==> src/rtl/ws2812_strip_driver.sv <==
// WS2812 strip driver: holds a frame buffer of NUM_LEDS 24-bit pixels and
// serialises it as one continuous WS2812 bit stream followed by a latch gap.
//
// Handshake: start is a level sampled only in IDLE. busy rises on the first
// cycle after start is accepted and falls one cycle after the done pulse,
// unless continuous mode chains straight into the next frame. done is a
// single-cycle pulse that coincides with the LOAD cycle of a chained frame.
module ws2812_strip_driver #(
  parameter int NUM_LEDS     = 8,
  parameter int T_BIT        = 60,
  parameter int T0H          = 17,
  parameter int T1H          = 34,
  parameter int RESET_CYCLES = 2880,
  parameter int COLOR_ORDER  = 0,
  parameter int ADDR_W       = (NUM_LEDS > 1) ? $clog2(NUM_LEDS) : 1
) (
  input  logic              clk,
  input  logic              reset,
  input  logic              wr_en,
  input  logic [ADDR_W-1:0] wr_addr,
  input  logic [23:0]       wr_data,
  input  logic              start,
  input  logic              continuous,
  output logic              busy,
  output logic              done,
  output logic              dout
);

  // One timing counter serves both bit timing and the latch gap.
  localparam int TMAX = (T_BIT > RESET_CYCLES) ? T_BIT : RESET_CYCLES;
  localparam int TW   = (TMAX > 1) ? $clog2(TMAX) : 1;

  localparam logic [TW-1:0]     BIT_LAST   = TW'(T_BIT - 1);
  localparam logic [TW-1:0]     LATCH_LAST = TW'(RESET_CYCLES - 1);
  localparam logic [TW-1:0]     T0H_W      = TW'(T0H);
  localparam logic [TW-1:0]     T1H_W      = TW'(T1H);
  localparam logic [ADDR_W-1:0] PIX_LAST   = ADDR_W'(NUM_LEDS - 1);
  localparam logic [ADDR_W:0]   PIX_COUNT  = (ADDR_W + 1)'(NUM_LEDS);

  typedef enum logic [1:0] {
    IDLE  = 2'd0,
    LOAD  = 2'd1,
    SEND  = 2'd2,
    LATCH = 2'd3
  } state_t;

  state_t            state_q, state_d;
  logic [TW-1:0]     tcnt_q, tcnt_d;
  logic [4:0]        bit_q, bit_d;
  logic [ADDR_W-1:0] pix_q, pix_d;
  logic [23:0]       shift_q, shift_d;
  logic              dout_d, busy_d, done_d;
  logic [TW-1:0]     hi_len;
  logic [ADDR_W-1:0] pix_inc;

  logic [23:0] frame_buf [NUM_LEDS];

  // Buffer stores {R,G,B}; the wire order is applied when a pixel is copied.
  function automatic logic [23:0] reorder(input logic [23:0] px);
    if (COLOR_ORDER == 0) begin
      return {px[15:8], px[23:16], px[7:0]};
    end
    return px;
  endfunction

  // Pixel write port; out-of-range addresses are dropped, buffer has no reset.
  always_ff @(posedge clk) begin
    if (wr_en && ({1'b0, wr_addr} < PIX_COUNT)) begin
      frame_buf[wr_addr] <= wr_data;
    end
  end

  // Next-state logic. dout_d is the line level for the coming cycle, so the
  // registered dout lines up exactly with the bit cell being timed.
  always_comb begin
    state_d = state_q;
    tcnt_d  = tcnt_q;
    bit_d   = bit_q;
    pix_d   = pix_q;
    shift_d = shift_q;
    dout_d  = 1'b0;
    done_d  = 1'b0;
    hi_len  = shift_q[23] ? T1H_W : T0H_W;
    pix_inc = pix_q + ADDR_W'(1);

    case (state_q)
      IDLE: begin
        if (start) begin
          state_d = LOAD;
        end
      end

      LOAD: begin
        shift_d = reorder(frame_buf[0]);
        pix_d   = '0;
        bit_d   = '0;
        tcnt_d  = '0;
        dout_d  = 1'b1;
        state_d = SEND;
      end

      SEND: begin
        if (tcnt_q == BIT_LAST) begin
          tcnt_d = '0;
          if (bit_q == 5'd23) begin
            if (pix_q == PIX_LAST) begin
              state_d = LATCH;
            end else begin
              // Next pixel is copied here so there is no gap between pixels.
              pix_d   = pix_inc;
              shift_d = reorder(frame_buf[pix_inc]);
              bit_d   = '0;
              dout_d  = 1'b1;
            end
          end else begin
            shift_d = {shift_q[22:0], 1'b0};
            bit_d   = bit_q + 5'd1;
            dout_d  = 1'b1;
          end
        end else begin
          tcnt_d = tcnt_q + TW'(1);
          dout_d = ((tcnt_q + TW'(1)) < hi_len);
        end
      end

      LATCH: begin
        if (tcnt_q == LATCH_LAST) begin
          tcnt_d  = '0;
          done_d  = 1'b1;
          state_d = continuous ? LOAD : IDLE;
        end else begin
          tcnt_d = tcnt_q + TW'(1);
        end
      end

      default: begin
        state_d = IDLE;
      end
    endcase

    // busy covers the whole frame including the done cycle itself.
    busy_d = (state_d != IDLE) || done_d;
  end

  // State, counters and registered outputs; reset forces the line low at once.
  always_ff @(posedge clk or negedge reset) begin
    if (!reset) begin
      state_q <= IDLE;
      tcnt_q  <= '0;
      bit_q   <= '0;
      pix_q   <= '0;
      shift_q <= '0;
      dout    <= 1'b0;
      busy    <= 1'b0;
      done    <= 1'b0;
    end else begin
      state_q <= state_d;
      tcnt_q  <= tcnt_d;
      bit_q   <= bit_d;
      pix_q   <= pix_d;
      shift_q <= shift_d;
      dout    <= dout_d;
      busy    <= busy_d;
      done    <= done_d;
    end
  end

endmodule
==> config.mk <==
export PLATFORM = sky130hd
export DESIGN_NAME = ws2812_strip_driver
export DESIGN_NICKNAME = d
export VERILOG_FILES = /design/src/rtl/ws2812_strip_driver.sv
export SDC_FILE = /design/constraint.sdc
export NUM_CORES = 1
export LEC_CHECK = 0
export CELL_PAD_IN_SITES_DETAIL_PLACEMENT = 1
export CELL_PAD_IN_SITES_GLOBAL_PLACEMENT = 2
export CORE_ASPECT_RATIO = 2
export CORE_MARGIN = 2
export CORE_UTILIZATION = 45
export CTS_CLUSTER_DIAMETER = 30
export DETAILED_ROUTE_END_ITERATION = 16
export PLACE_DENSITY_LB_ADDON = 0.1
export SKIP_CTS_REPAIR_TIMING = 1
export SYNTH_ARGS = -nofsm -noshare
export SYNTH_HDL_FRONTEND = slang
export SYNTH_SLANG_ARGS = --single-unit
==> constraint.sdc <==
create_clock -name clk -period 2.8 [get_ports clk]
set_input_delay 0.42 -clock clk [delete_from_list [all_inputs] [get_ports clk]]
set_output_delay 0.42 -clock clk [all_outputs]
set_load 0.03 [all_outputs]
==> metrics.log <==
INFO  metric status = finished clean
INFO  metric routed_wirelength = 24.7 mm
INFO  metric worst_setup_path_start_kind = flip-flop
INFO  metric fmaxAchievable = roughly 0.41 GHz
INFO  metric post_synth.cell_area_avg = 15.9 µm²
INFO  metric synth_sequential_area_ratio = 0.694
INFO  metric n_antenna_cell = 0
INFO  metric layout-drive-gt1-share = 0.218
INFO  metric slew-limit-headroom = 0.425
INFO  metric initial_utilization = 0.456
INFO  metric async_reset_ff_frac = 0.203
INFO  metric grt_setup_unrepaired = false
INFO  metric worstPathRequired = 3160 ps
INFO  metric rr_startpoint = pix_q[0]
INFO  metric yosysWarningCount = 0
INFO  metric routed-via-count = 5,935
INFO  metric die_y = 216 µm
INFO  metric ys.flop_type = edfxtp_1
INFO  metric dieArea = 23,700 µm²
INFO  metric worst_setup_path_end_kind = flip-flop
INFO  metric power.static_leakage = around 4.2 nW
INFO  metric post-route-worst-setup-slack = around 360 ps
INFO  metric final_cell_mix = edfxtp_1, nand2_1, mux4_2, dfrtp_1, clkbuf_16
INFO  metric grt_max_degree = 51
INFO  metric final-setup-viol-count = 0
INFO  metric worstPathArrival = 2810 ps
INFO  metric chipWidth = ~110 µm
INFO  metric cts.root.buffer_cell = clkbuf_16
INFO  metric post-route-period-util = 0.872
INFO  metric floorplan.core_area = 22,100 µm²
INFO  metric post_synth_instance_area = slightly above 10,000 µm²
INFO  metric drc = 0
INFO  metric cellPowerDensity = 710 nW/µm²
INFO  metric cts_h_tree_depth = 2
INFO  metric area_growth = 19.7%
INFO  metric globalplace.congestion = 0.776
INFO  metric cts_max_path_buffers = 3
INFO  metric post-place-ws = 369 ps
INFO  metric instances_no_fill = 1,002
INFO  metric drt_pre_antenna_iters = 8
INFO  metric io_buffer_count = 34
INFO  metric grt_first_pass_wirelength = 38.5 mm
INFO  metric hold_path_class = input port to async pin
INFO  metric syn_inst = 634
INFO  metric cap_violations = 0
INFO  metric max_slew.worst_pin.slew = 863 ps
INFO  metric ir_drop = 0.582 mV
INFO  metric place_inst = 940
INFO  metric critical_path.max_fanout = 14
INFO  metric hold_fails_final_rpt = 0
INFO  metric synth_enable_flop_cells = approximately 190
INFO  metric placement_rows = 77
INFO  metric crit_path_frequent_cell = nand2_1
INFO  metric layout.cells.most_common = edfxtp_1
INFO  metric totalPowerFinal = 8.56 mW
INFO  metric reg2reg_to = shift_q[10]
INFO  metric timing_max_transition_violations_final = 0
INFO  metric cts_num_sinks = about 240
INFO  metric avgViaCountPerCell = ~5.9
INFO  metric fin_tns_setup = 0 ps
INFO  metric num-nets-final = 744
INFO  metric wire_per_inst = 24.7 µm
INFO  metric gr-usage-all-layers = 0.221
INFO  metric ys_ff_latch = 241
INFO  metric synth_nets = 678
INFO  metric setup.worst_path.class = flip-flop to flip-flop
INFO  metric first_global_vias = slightly below 7,000
INFO  metric reg2reg_depth = 8
INFO  metric globalRoute.totalOverflow = 0
INFO  metric initialDrtViolationCount = 412
INFO  metric antenna_violating_nets_post_route = 0
INFO  metric cts_tree = yes
INFO  metric cts.clk_slew.worst_paths = 60 ps
INFO  metric clock_latency = 510 ps
INFO  metric worst_clock_skew = 25.1 ps
INFO  metric crit_path_cell_trace = ha_1 -> ha_2 -> buf_4 -> mux4_2 -> nand2_1 -> nand2_1 -> a222oi_1 -> a21oi_1
INFO  metric cp_slowest_cell = dfrtp_4
INFO  metric io-pin-count = 35
INFO  metric place.detailed.hpwl = 14.7 mm
INFO  metric synthDistinctLibCells = 53
INFO  metric finalWorstPathRequiredPeriod = 2440 ps
INFO  metric antenna_violations_before_repair = 0
INFO  metric fillerInstances = 2,063
INFO  metric setup.reg_to_reg.worst_slack = about 360 ps
INFO  metric cts_buffers = 34
INFO  metric critical-path-max-stage-delay = just under 500 ps
[through the flow]
| step | cell area [µm²] | hold slack, ps | utilization |
|---|---|---|---|
| global route | 12100 | 56.9 | 0.546 |
| CTS | 12100 | 30.4 | 0.546 |
| finish | 12100 | 29.9 | 0.546 |
| global placement | 10900 | 495 | 0.493 |
| detailed placement | 10900 | 498 | 0.493 |
| floorplan | 10100 | 124 | - |
[cell type report]
cell class              instances  area [µm²]  share of cell area
clock buffers                  39         933              0.0774
flip-flops and latches        241        7000               0.580
clock inverters                23         239              0.0198
repair buffers                 62         608              0.0504
well taps                     276         345              0.0286
inverters                      14        52.6             0.00436
multi-input cells             347        2880               0.239
[metal layers]
metal / GRT usage / routed length [µm] / vias up
li1: - / - / 2628
met3: 0.0329 / 904 / 54
met2: 0.404 / 14000 / 143
met1: 0.249 / 8960 / 3110
met5: 0 / 0 / -
met4: 0.0886 / 867 / 0
[flip-flops by register name, indices dropped and copies added, names as in the netlist]
name and cells:
busy 1, pix_q 3, done 1, dout 1
tcnt_q 12, shift_q 24, bit_q 5, frame_buf 192
state_q 2
[Yosys cell counts (2+ instances only)]
master,n,share of area
a2111oi_0,2,0.0017
a21oi_1,29,0.014
a21oi_2,6,0.0052
a222oi_1,23,0.023
a31oi_1,3,0.0019
and2_1,4,0.0025
and3_1,4,0.0025
and4_1,2,0.0017
buf_1,3,0.0011
buf_2,9,0.0045
buf_4,3,0.0022
buf_6,2,0.0022
clkbuf_1,14,0.0052
dfrtp_1,49,0.12
edfxtp_1,192,0.57
ha_1,12,0.015
inv_1,14,0.0052
mux4_2,48,0.11
nand2_1,94,0.035
nand2b_1,3,0.0019
nand3_1,12,0.0060
nand4_1,3,0.0019
nor2_1,36,0.013
nor2b_1,3,0.0019
nor3_1,4,0.0020
nor4b_1,2,0.0017
o21ai_0,20,0.0099
o31ai_1,7,0.0052
o41ai_1,2,0.0017
xnor2_1,5,0.0043
xor2_1,2,0.0017
[report_power, final]
part	switching, mW	leakage (nW)	total [mW]	internal [mW]
combinational	0.118	1.26	0.205	0.0871
sequential	0.0252	2.40	4.00	3.97
clock	1.64	0.577	4.36	2.72
[how the worst max path moves through the flow]
stage	from	endpoint	slack, ps	cells after the start
after floorplan	wr_addr[0]	frame_buf[0][0]	90	2
after global placement	pix_q[0]	shift_q[8]	410	8
after detailed placement	pix_q[0]	shift_q[8]	370	8
after CTS	pix_q[0]	shift_q[8]	360	8
after global routing	tcnt_q[0]	dout	260	8
final	pix_q[0]	shift_q[10]	360	8
[cells by family after synthesis]
logic type | count (synthesis) | synth area share
flip-flops | 241 | 0.694
AND/OR/NAND/NOR | 177 | 0.0821
AO/OA/AOI/OAI | 103 | 0.0728
multiplexers | 48 | 0.107
buffers and inverters | 46 | 0.0225
adder cells (fa/ha/maj) | 12 | 0.0149
XOR/XNOR | 7 | 0.00609
[critical path: cells and delay by family, from the launching register on]
family | cells | cell delay, ps
adder cells (fa/ha/maj) | 2 | 570
buffers and inverters | 1 | 270
AND/OR/NAND/NOR | 2 | 200
AO/OA/AOI/OAI | 2 | 430
multiplexers | 1 | 350
flip-flops | 1 | 490
(Power assumes the default switching activity.)
